`config.mk`:
```
export PLATFORM = sky130hd
export DESIGN_NAME = rle_decoder
export DESIGN_NICKNAME = d
export VERILOG_FILES = /design/src/rtl/rle_decoder.sv
export SDC_FILE = /design/constraint.sdc
export NUM_CORES = 1
export LEC_CHECK = 0
export ABC_CLOCK_PERIOD_IN_PS = 3060
export BUFFER_PORTS_ARGS = -buffer_cell sky130_fd_sc_hd__buf_2
export CAP_MARGIN = 20
export CORE_UTILIZATION = 45
export CTS_CLUSTER_DIAMETER = 120
export DETAILED_ROUTE_END_ITERATION = 8
export PLACE_DENSITY = 0.77
export SLEW_MARGIN = 5
export SYNTH_ARGS = -nofsm -noshare
export SYNTH_HDL_FRONTEND = slang
export SYNTH_SLANG_ARGS = --single-unit
```
`constraint.sdc`:
```
create_clock -name clk -period 3.06 [get_ports clk]
set_input_delay 0.612 -clock clk [delete_from_list [all_inputs] [get_ports clk]]
set_output_delay 0.612 -clock clk [all_outputs]
set_load 0.01 [all_outputs]
```
`src/rtl/rle_decoder.sv`:
```
`default_nettype none
// ============================================================================
//  Module   : rle_decoder
//  Purpose  : Run-length decoder. Expands (value, run) tokens into run+1
//             identical coefficient samples on a valid/ready stream, and tags
//             each sample with its position inside a BLOCK_LEN-sample block.
//  Revision : 1.0 - initial release
// ============================================================================
module rle_decoder #(
    parameter int DATA_W    = 17,
    parameter int RUN_W     = 4,
    parameter int BLOCK_LEN = 8,
    parameter int POS_W     = $clog2(BLOCK_LEN)
) (
    input  logic              clk,
    input  logic              rst_n,
    input  logic              clear,
    input  logic              in_valid,
    output logic              in_ready,
    input  logic [DATA_W-1:0] in_value,
    input  logic [RUN_W-1:0]  in_run,
    output logic              out_valid,
    input  logic              out_ready,
    output logic [DATA_W-1:0] out_data,
    output logic              out_last,
    output logic [POS_W-1:0]  out_pos
);

    localparam logic [POS_W-1:0] C_POS_MAX = POS_W'(BLOCK_LEN - 1);
    localparam logic [POS_W-1:0] C_POS_ONE = POS_W'(1);
    localparam logic [RUN_W-1:0] C_RUN_ONE = RUN_W'(1);

    // IDLE: nothing presented downstream. EMIT: out_valid is high.
    typedef enum logic [0:0] {
        ST_IDLE = 1'b0,
        ST_EMIT = 1'b1
    } state_t;

    state_t              r_state;
    state_t              w_state;
    logic [RUN_W-1:0]    r_rem;
    logic [RUN_W-1:0]    w_rem;
    logic [POS_W-1:0]    r_pos;
    logic [POS_W-1:0]    w_pos;
    logic [DATA_W-1:0]   r_data;
    logic [DATA_W-1:0]   w_data;
    logic                w_in_fire;
    logic                w_out_fire;

    assign out_valid  = (r_state == ST_EMIT);
    assign out_data   = r_data;
    assign out_pos    = r_pos;
    assign out_last   = out_valid && (r_pos == C_POS_MAX);

    // A new token is taken when idle, or when the last repeat of the current
    // token leaves this cycle, so consecutive tokens stream with no bubble.
    assign in_ready   = !clear && (!out_valid || (out_ready && (r_rem == '0)));
    assign w_in_fire  = in_valid && in_ready;
    assign w_out_fire = out_valid && out_ready;

    // State, repeat counter, block position and data registers.
    always_ff @(posedge clk or negedge rst_n) begin
        if (!rst_n) begin
            r_state <= ST_IDLE;
            r_rem   <= '0;
            r_pos   <= '0;
            r_data  <= '0;
        end else begin
            r_state <= w_state;
            r_rem   <= w_rem;
            r_pos   <= w_pos;
            r_data  <= w_data;
        end
    end

    // Next-state logic: clear wins over everything but leaves data untouched.
    always_comb begin
        w_state = r_state;
        w_rem   = r_rem;
        w_pos   = r_pos;
        w_data  = r_data;
        if (clear) begin
            w_state = ST_IDLE;
            w_rem   = '0;
            w_pos   = '0;
        end else begin
            if (w_out_fire) begin
                w_pos = (r_pos == C_POS_MAX) ? '0 : (r_pos + C_POS_ONE);
            end
            case (r_state)
                ST_IDLE: begin
                    if (w_in_fire) begin
                        w_state = ST_EMIT;
                        w_data  = in_value;
                        w_rem   = in_run;
                    end
                end
                ST_EMIT: begin
                    if (w_out_fire) begin
                        if (r_rem != '0) begin
                            w_rem = r_rem - C_RUN_ONE;
                        end else if (w_in_fire) begin
                            w_data = in_value;
                            w_rem  = in_run;
                        end else begin
                            w_state = ST_IDLE;
                        end
                    end
                end
                default: begin
                    w_state = ST_IDLE;
                end
            endcase
        end
    end

endmodule
`default_nettype wire

```
==> results.py, run 1 <==
metrics = {
    "drt": {
        "wire_per_inst_um": 12.6,
        "vias_per_cell": 5.30,
        "drt_wl_total_um": 2240,
        "firstDrtPassIters": 5,
        "vias": 938,
        "drtIter0Drc": 16,
        "ant_nets": 0,
        "route.detailed.drc": 0,
    },
    "grt": {
        "grt_overflow_total": 0,
        "grt_pass1_wl_um": 3490,
        "gr-usage-all-layers": 0.168,
        "grt_antenna_before_repair": 0,
        "grt_pass1_vias": 832,
        "grt_max_degree": 26,
    },
    "cells_and_area": {
        "drive_above_1_share": 0.503,
        "utilization": 0.596,
        "area_growth_pct": 22.8,
        "fill_cells": 223,
        "diodes": 0,
        "final_nets": 177,
        "fin_cells": 177,
    },
    "synth": {
        "synthCells": 99,
        "synth_seq_cells": 25,
        "synth_edf_count": 0,
        "yosys.cell_types.count": 33,
        "yosysSeqAreaShare": 0.511,
        "synth.area.top_cells": "dfrtp_1 (51%), mux2_4 (12%), mux2_2 (6.4%)",
        "ys_warn_count": 0,
        "synth_area_leader_cell": "dfrtp_1",
        "synth.cell_area_um2": 1220,
        "yosysMostFrequentCell": "dfrtp_1",
        "synth_fp_nets": 128,
        "synth_top_area_frac": 0.511,
        "async_flop_share": 1.00,
        "syn_area_per_cell_um2": 12.4,
        "synth-main-ff-cell": "dfrtp_1",
        "synth_commonest_cells": "dfrtp_1 (25), mux2_4 (10), nor2_1 (9)",
    },
    "die": {
        "die_x_um": 54.1,
        "dieArea_um2": 2930,
        "fp-row-count": 18,
        "pin_count": 49,
        "initial_utilization": 0.485,
        "coreArea_um2": 2520,
        "dieHeight_um": 54.1,
    },
    "worst_setup_path": {
        "r2r.worst_path.cells": 7,
        "required_ns": 2.45,
        "max_stage_delay_ns": 0.43,
        "critPathTopFamily": "simple AND/OR/NAND/NOR gates",
        "cp.arrival_ns": 1.70,
        "cp.depth": 6,
        "critPathLaunchType": "register",
        "crit_buf_inv": 2,
        "worstSetupPathType": "reg2out",
        "critical_path.endpoint_type": "primary output",
        "critPathSlowestCell": "dfrtp_1",
        "crit_fanout": 5,
        "cp_cell_sequence": "inv_1, ha_1, and4bb_1, nor2b_2, nor2_1, buf_2",
    },
    "clock_tree": {
        "postCtsSetupBuffers": 0,
        "root_buffer": "clkbuf_4",
        "h-tree-depth": 1,
        "cts.sinks": 25,
        "cts_resized": 0,
        "clock_latency_ns": 0.30,
        "clk_path_buf_depth": 2,
        "cts_made_buffers": 3,
        "cts_tree": "built",
        "ctsHoldBuffers": 0,
        "clkTransAtPathRegs_ns": 0.13,
    },
    "power_and_ir_drop": {
        "p_leak_uw": 0.000762,
        "ir_worst_vdd_v": 0.000325,
        "power_density_nw_per_um2": 522,
    },
    "run": {
        "cap_viol_max_count": 0,
    },
    "min_path": {
        "hp-class": "in2async",
    },
    "place": {
        "place_ws_ns": 1.01,
        "io_buffers": 48,
        "gp_congestion": 0.727,
        "dp.cells": 173,
        "dp_hpwl_um": 1760,
    },
    "sta": {
        "clock.fmax_mhz": 433,
        "fin_ws_ns": 0.752,
        "fin_crit_sh": 0.754,
        "rsz0062_at_grt": "no",
        "relSlewSlack": 0.648,
        "tns_ns": 0,
        "finalClockSkew_ns": 0.00787,
        "layout_min_cycle_time_ns": 2.31,
        "drv_slew": 0,
        "whs_ns": 0.270,
        "worst_slew_pin_slew_ns": 0.528,
        "finalHoldViolations": 0,
        "setup_viol": 0,
    },
    "status": {
        "status": "completed",
    },
}
## per-layer routing
metal | GRT usage | vias up | share of wire
li1 | - | 450 | -
met1 | 0.207 | 452 | 0.43
met2 | 0.307 | 34 | 0.51
met3 | 0.0254 | 2 | 0.051
met4 | 0.0385 | 0 | 0.0027
met5 | 0 | - | 0
## final timing paths
path	slack (ns)	start	to
worst max register to register	1.07	r_rem[0]	out_data[1]
worst min-delay path	0.27	rst_n	r_rem[1]
worst min register to register	0.51	out_data[15]	out_data[15]
max in group asynchronous	2.44	rst_n	r_rem[2]
min in group clk	0.51	out_data[15]	out_data[15]
worst max-delay path	0.75	r_rem[0]	in_ready
## worst reg2reg max path, stage by stage (launching register included)
cell and delay [ns]:
dfrtp_1 0.44, inv_1 0.09, ha_1 0.23, and4bb_1 0.22
nor2b_2 0.07, nor3b_4 0.16, buf_4 0.29, mux2_2 0.38
## registers in the layout (all words and copies together), names as in the netlist
signal     cells
out_valid      1
out_pos        3
r_rem          4
out_data      17
## placed cells by master, fill, tap and decap left out, drive strengths merged, types with 2 or more instances in the layout
master  instances
nand3           3
clkbuf          3
a21oi           7
nor2            9
dfrtp          25
nand2           6
ha              3
buf            49
nor3b           2
mux2           17
inv             3
nor2b           2
## cell families (layout without fill, tap and decap cells)
logic type,Yosys count,in the layout,synth area share
DFF,25,25,0.511
AOI/OAI and AO/OA,16,16,0.0890
and+or+nand+nor,29,29,0.137
buffers and inverters,8,56,0.0368
adders and majority gates,3,3,0.0307
muxes,18,18,0.195
## through the flow
| stage | total power (uW) | instance area (um^2) |
|---|---|---|
| floorplan | 565 | 1220 |
| global placement | 648 | 1480 |
| global route | 832 | 1500 |
| CTS | 795 | 1500 |
| detailed placement | 657 | 1480 |
| finish | 784 | 1500 |
## report_power, final
part	switching (uW)	internal, uW	leakage (uW)
sequential	36.7	384	0.000307
combinational	100	125	0.000437
clock	88.4	48.7	0.0000177
## area by class of cell
| cell class | instances | area [um^2] | area share |
|---|---|---|---|
| clock buffers | 3 | 22.5 | 0.0150 |
| multi-input cells | 66 | 553 | 0.368 |
| well taps | 30 | 37.5 | 0.0250 |
| repair buffers | 49 | 248 | 0.165 |
| flip-flops and latches | 25 | 626 | 0.416 |
| inverters | 3 | 11.3 | 0.00749 |
| clock inverters | 1 | 5.00 | 0.00333 |
Note: power is estimated with default switching activity, not from simulation.
==> inputs of run 2 (changes only) <==
--- a/config.mk
+++ b/config.mk
@@ -5,13 +5,13 @@
 export SDC_FILE = /design/constraint.sdc
 export NUM_CORES = 1
 export LEC_CHECK = 0
-export ABC_CLOCK_PERIOD_IN_PS = 3060
+export ABC_CLOCK_PERIOD_IN_PS = 2080
 export BUFFER_PORTS_ARGS = -buffer_cell sky130_fd_sc_hd__buf_2
 export CAP_MARGIN = 20
-export CORE_UTILIZATION = 45
+export CORE_UTILIZATION = 42
 export CTS_CLUSTER_DIAMETER = 120
 export DETAILED_ROUTE_END_ITERATION = 8
-export PLACE_DENSITY = 0.77
+export PLACE_DENSITY = 0.76
 export SLEW_MARGIN = 5
 export SYNTH_ARGS = -nofsm -noshare
 export SYNTH_HDL_FRONTEND = slang
==> constraint.sdc (replaced) <==
create_clock -name clk -period 2.08 [get_ports clk]
set_input_delay 0.416 -clock clk [delete_from_list [all_inputs] [get_ports clk]]
set_output_delay 0.416 -clock clk [all_outputs]
set_load 0.01 [all_outputs]
==> results.py, run 2 (synthesis gave the netlist of run 1 again) <==
metrics = {
    "status": {
        "status": "completed",
    },
    "worst_setup_path": {
        "critical_path.endpoint_type": "primary output",
        "critPathLaunchType": "register",
        "critPathSlowestCell": "dfrtp_1",
        "cp.depth": 6,
        "worstSetupPathType": "reg2out",
        "cp.arrival_ns": 1.56,
        "critPathTopFamily": "simple AND/OR/NAND/NOR gates",
        "r2r_start": "r_rem[0]",
        "r2r_setup_slack_ns": 0.21,
        "crit_start": "r_rem[0]",
        "crit_buf_inv": 2,
        "crit_fanout": 5,
        "required_ns": 1.66,
        "r2r-end": "out_data[1]",
        "max_stage_delay_ns": 0.40,
        "r2r.worst_path.cells": 7,
        "cp_cell_sequence": "inv_1, ha_4, and4bb_2, nor2b_4, nor2_1, buf_2",
    },
    "die": {
        "pin_count": 49,
        "fp-row-count": 19,
        "dieHeight_um": 56.0,
        "die_x_um": 56.0,
        "dieArea_um2": 3130,
        "initial_utilization": 0.444,
        "coreArea_um2": 2760,
    },
    "drt": {
        "vias_per_cell": 5.21,
        "drt_wl_total_um": 2440,
        "drtIter0Drc": 17,
        "ant_nets": 0,
        "firstDrtPassIters": 4,
        "wire_per_inst_um": 13.6,
        "vias": 938,
        "route.detailed.drc": 0,
    },
    "place": {
        "dp_hpwl_um": 1860,
        "io_buffers": 48,
        "dp.cells": 175,
        "gp_congestion": 0.765,
    },
    "clock_tree": {
        "clock_latency_ns": 0.30,
        "clkTransAtPathRegs_ns": 0.13,
        "h-tree-depth": 1,
        "clk_path_buf_depth": 2,
        "cts_made_buffers": 3,
        "cts.sinks": 25,
        "root_buffer": "clkbuf_4",
        "cts_tree": "built",
    },
    "grt": {
        "grt_pass1_wl_um": 4080,
        "grt_max_degree": 26,
        "grt_pass1_vias": 912,
        "grt_overflow_total": 0,
        "grt_antenna_before_repair": 0,
        "gr-usage-all-layers": 0.163,
    },
    "sta": {
        "finalHoldViolations": 0,
        "fin_crit_sh": 0.951,
        "relSlewSlack": 0.643,
        "tns_ns": 0,
        "layout_min_cycle_time_ns": 1.98,
        "setup_viol": 0,
        "finalClockSkew_ns": 0.00472,
        "rsz0062_at_grt": "no",
        "clock.fmax_mhz": 505,
        "drv_slew": 0,
        "worst_slew_pin_slew_ns": 0.536,
    },
    "cells_and_area": {
        "layout_commonest_cell": "buf_2",
        "area_growth_pct": 26.6,
        "diodes": 0,
        "largest_register_ffs": 17,
        "multiInputGateArea_um2": 571,
        "final_nets": 179,
        "drive_above_1_share": 0.523,
        "fin_cells": 180,
        "seq_area_um2": 626,
        "layout_common_cells": "buf_2 (48), dfrtp_1 (25), mux2_4 (10)",
        "fill_cells": 234,
    },
    "power_and_ir_drop": {
        "internal_power_uw": 835,
        "ir_worst_vdd_v": 0.000519,
        "power_density_nw_per_um2": 760,
        "power.net_switching_uw": 343,
        "swShare": 0.291,
        "p_clk_frac": 0.173,
        "p_comb_frac": 0.305,
        "p_leak_uw": 0.000777,
        "power_frac_seq": 0.522,
    },
    "run": {
        "cap_viol_max_count": 0,
    },
    "min_path": {
        "hp-class": "in2async",
    },
}
[run 2: cell type report]
| type | count | share of cell area |
|---|---|---|
| Clock buffer | 3 | 0.0145 |
| Clock inverter | 1 | 0.00323 |
| Inverter | 3 | 0.00727 |
| Multi-Input combinational cell | 66 | 0.368 |
| Sequential cell | 25 | 0.404 |
| Tap cell | 31 | 0.0250 |
| Timing Repair Buffer | 51 | 0.178 |
[run 2: metrics by stage]
| step | hold slack (ns) | total power (uW) | setup WS (ns) | utilization | area, um^2 |
|---|---|---|---|---|---|
| after floorplan | 0.120 | 832 | 0.185 | - | 1220 |
| after CTS | 0.0857 | 1180 | 0.0203 | 0.554 | 1530 |
| after global routing | 0.112 | 1250 | 0.00650 | 0.562 | 1550 |
| after detailed placement | 0.429 | 975 | 0.204 | 0.543 | 1500 |
| final | 0.0741 | 1180 | 0.101 | 0.562 | 1550 |
| after global placement | 0.418 | 958 | 0.263 | 0.543 | 1500 |
[run 2: worst max path at each step]
stage,endpoint
finish,in_ready
detailed placement,out_data[1]
floorplan,out_data[10]
global placement,out_data[0]
global route,in_ready
CTS,in_ready
[run 2: repair_timing]
action | CTS | global route
gates resized for setup | 1 | 3
endpoints found under the setup margin | 1 | 1
pin swaps | 0 | 0
setup buffers | 0 | 1
hold buffers | 0 | 0
[run 2: power groups by stage]
stage          sequential, uW  clock, uW  combinational [uW]
3_3_place_gp              619          0                 339
4_1_cts                   617        213                 354
2_1_floorplan             654          0                 178
5_1_grt                   627        228                 390
6_report                  615        204                 359
3_5_place_dp              623          0                 352
[run 2: worst reg2reg max path, delay by kind of cell, from the launching register on]
family                   cells  cell delay, ns
flip-flops                   1            0.43
multiplexers                 1            0.35
adder cells (fa/ha/maj)      1            0.16
AND/OR/NAND/NOR              3            0.52
buffers and inverters        2            0.31
[run 2: per-layer routing]
| layer | share of wire | vias to the layer above | wire length [um] | global-route usage |
|---|---|---|---|---|
| met1 | 0.43 | 445 | 1040 | 0.213 |
| met5 | 0 | - | 0 | 0 |
| met4 | 0.015 | 0 | 36 | 0.0523 |
| met3 | 0.055 | 4 | 135 | 0.0209 |
| li1 | - | 454 | - | - |
| met2 | 0.50 | 35 | 1230 | 0.281 |
==> inputs of run 3 (changes only) <==
--- a/config.mk
+++ b/config.mk
@@ -8,6 +8,7 @@
 export ABC_CLOCK_PERIOD_IN_PS = 2080
 export BUFFER_PORTS_ARGS = -buffer_cell sky130_fd_sc_hd__buf_2
 export CAP_MARGIN = 20
+export CORE_MARGIN = 1.5
 export CORE_UTILIZATION = 42
 export CTS_CLUSTER_DIAMETER = 120
 export DETAILED_ROUTE_END_ITERATION = 8
==> results.py, run 3 (synthesis gave the netlist of run 1 again) <==
metrics = {
    "status": {
        "status": "completed",
    },
    "worst_setup_path": {
        "r2r-end": "out_data[15]",
        "cp.arrival_ns": 1.55,
        "worstSetupPathType": "reg2out",
        "critical_path.endpoint_type": "primary output",
        "max_stage_delay_ns": 0.39,
        "crit_start": "r_rem[1]",
        "required_ns": 1.66,
        "critPathLaunchType": "register",
        "r2r_setup_slack_ns": 0.23,
        "r2r_start": "r_rem[0]",
        "crit_fanout": 5,
        "r2r.worst_path.cells": 7,
        "cp_cell_sequence": "inv_1, ha_4, and4bb_1, nor2b_4, nor2_1, buf_2",
        "critPathSlowestCell": "dfrtp_1",
    },
    "sta": {
        "setup_viol": 0,
        "worst_slew_pin_slew_ns": 0.524,
        "rsz0062_at_grt": "no",
        "finalHoldViolations": 0,
        "tns_ns": 0,
        "whs_ns": 0.0540,
        "drv_slew": 0,
        "layout_min_cycle_time_ns": 1.97,
        "finalClockSkew_ns": 0.00833,
        "clock.fmax_mhz": 508,
        "relSlewSlack": 0.651,
        "fin_crit_sh": 0.946,
    },
    "place": {
        "gp_congestion": 0.806,
        "dp_hpwl_um": 1830,
        "io_buffers": 48,
        "dp.cells": 174,
    },
    "drt": {
        "firstDrtPassIters": 4,
        "ant_nets": 0,
        "drtIter0Drc": 17,
        "drt_wl_total_um": 2400,
        "wire_per_inst_um": 13.4,
        "route.detailed.drc": 0,
        "vias_per_cell": 5.28,
        "vias": 945,
    },
    "cells_and_area": {
        "multiInputGateArea_um2": 571,
        "diodes": 0,
        "fin_cells": 179,
        "final_nets": 178,
        "utilization": 0.560,
        "area_growth_pct": 26.2,
        "drive_above_1_share": 0.514,
        "layout_commonest_cell": "buf_2",
        "layout_common_cells": "buf_2 (48), dfrtp_1 (25), mux2_4 (10)",
        "seq_area_um2": 626,
        "fill_cells": 235,
        "largest_register_ffs": 17,
    },
    "die": {
        "pin_count": 49,
        "coreArea_um2": 2760,
        "initial_utilization": 0.444,
        "dieArea_um2": 3250,
        "fp-row-count": 19,
        "die_x_um": 57.0,
        "dieHeight_um": 57.0,
    },
    "grt": {
        "grt_max_degree": 26,
        "gr-usage-all-layers": 0.158,
        "busiest_layer": "met2",
        "grt_pass1_wl_um": 4160,
        "grt_pass1_vias": 933,
        "grt_util_met2": 0.264,
        "met3_usage": 0.0363,
        "grt_overflow_total": 0,
        "grt_antenna_before_repair": 0,
        "gr-usage-met1": 0.210,
    },
    "run": {
        "cap_viol_max_count": 0,
    },
    "power_and_ir_drop": {
        "p_clk_frac": 0.183,
        "power_frac_seq": 0.520,
        "internal_power_uw": 834,
        "p_leak_uw": 0.000771,
        "p_comb_frac": 0.297,
        "power.net_switching_uw": 351,
        "ir_worst_vdd_v": 0.000613,
        "power_density_nw_per_um2": 768,
        "swShare": 0.296,
    },
    "clock_tree": {
        "root_buffer": "clkbuf_4",
        "clkTransAtPathRegs_ns": 0.14,
        "cts_made_buffers": 3,
        "clk_path_buf_depth": 2,
        "cts_tree": "built",
        "h-tree-depth": 1,
        "clock_latency_ns": 0.31,
        "cts.sinks": 25,
    },
    "min_path": {
        "hp-class": "in2async",
    },
}
[run 3: how the worst max path moves through the flow]
stage / endpoint / slack, ns / depth (start not counted)
after global placement: out_data[13] / 0.26 / 7
after CTS: in_ready / 0.03 / 6
final: in_ready / 0.11 / 6
after floorplan: out_data[10] / 0.18 / 7
after detailed placement: out_data[15] / 0.20 / 7
after global routing: in_ready / 0.02 / 6
[run 3: per-layer routing]
metal | routed length, um | share of wire
met5 | 0 | 0
met4 | 0 | 0
met3 | 171 | 0.071
met2 | 1180 | 0.49
met1 | 1050 | 0.44
[run 3: layout make-up]
| class | count | area share |
|---|---|---|
| repair buffers | 50 | 0.173 |
| clock inverters | 1 | 0.00486 |
| multi-input cells | 66 | 0.370 |
| clock buffers | 3 | 0.0146 |
| well taps | 31 | 0.0251 |
| inverters | 3 | 0.00729 |
| flip-flops and latches | 25 | 0.405 |
[run 3: worst max-delay path: cells and delay by family, from the launching register on]
| kind | cells | cell delay [ns] |
|---|---|---|
| adders and majority gates | 1 | 0.18 |
| buffers and inverters | 2 | 0.22 |
| DFF | 1 | 0.39 |
| and+or+nand+nor | 3 | 0.45 |
[run 3: stage by stage]
stage / setup WS (ns) / cell area, um^2 / power, uW
floorplan: 0.185 / 1220 / 832
global placement: 0.264 / 1490 / 957
detailed placement: 0.196 / 1490 / 970
CTS: 0.0255 / 1530 / 1200
global route: 0.0187 / 1540 / 1250
finish: 0.112 / 1540 / 1190
[run 3: power groups by stage]
stage | clock, uW | sequential [uW] | combinational (uW)
2_1_floorplan | 0 | 654 | 178
3_3_place_gp | 0 | 624 | 333
3_5_place_dp | 0 | 625 | 345
4_1_cts | 226 | 618 | 351
5_1_grt | 240 | 629 | 382
6_report | 216 | 617 | 352
[run 3: repair_timing]
action	in CTS	in global routing
endpoints found under the setup margin	1	1
hold buffers	0	0
pin swaps	0	0
setup buffers	1	0
gates resized for setup	1	2
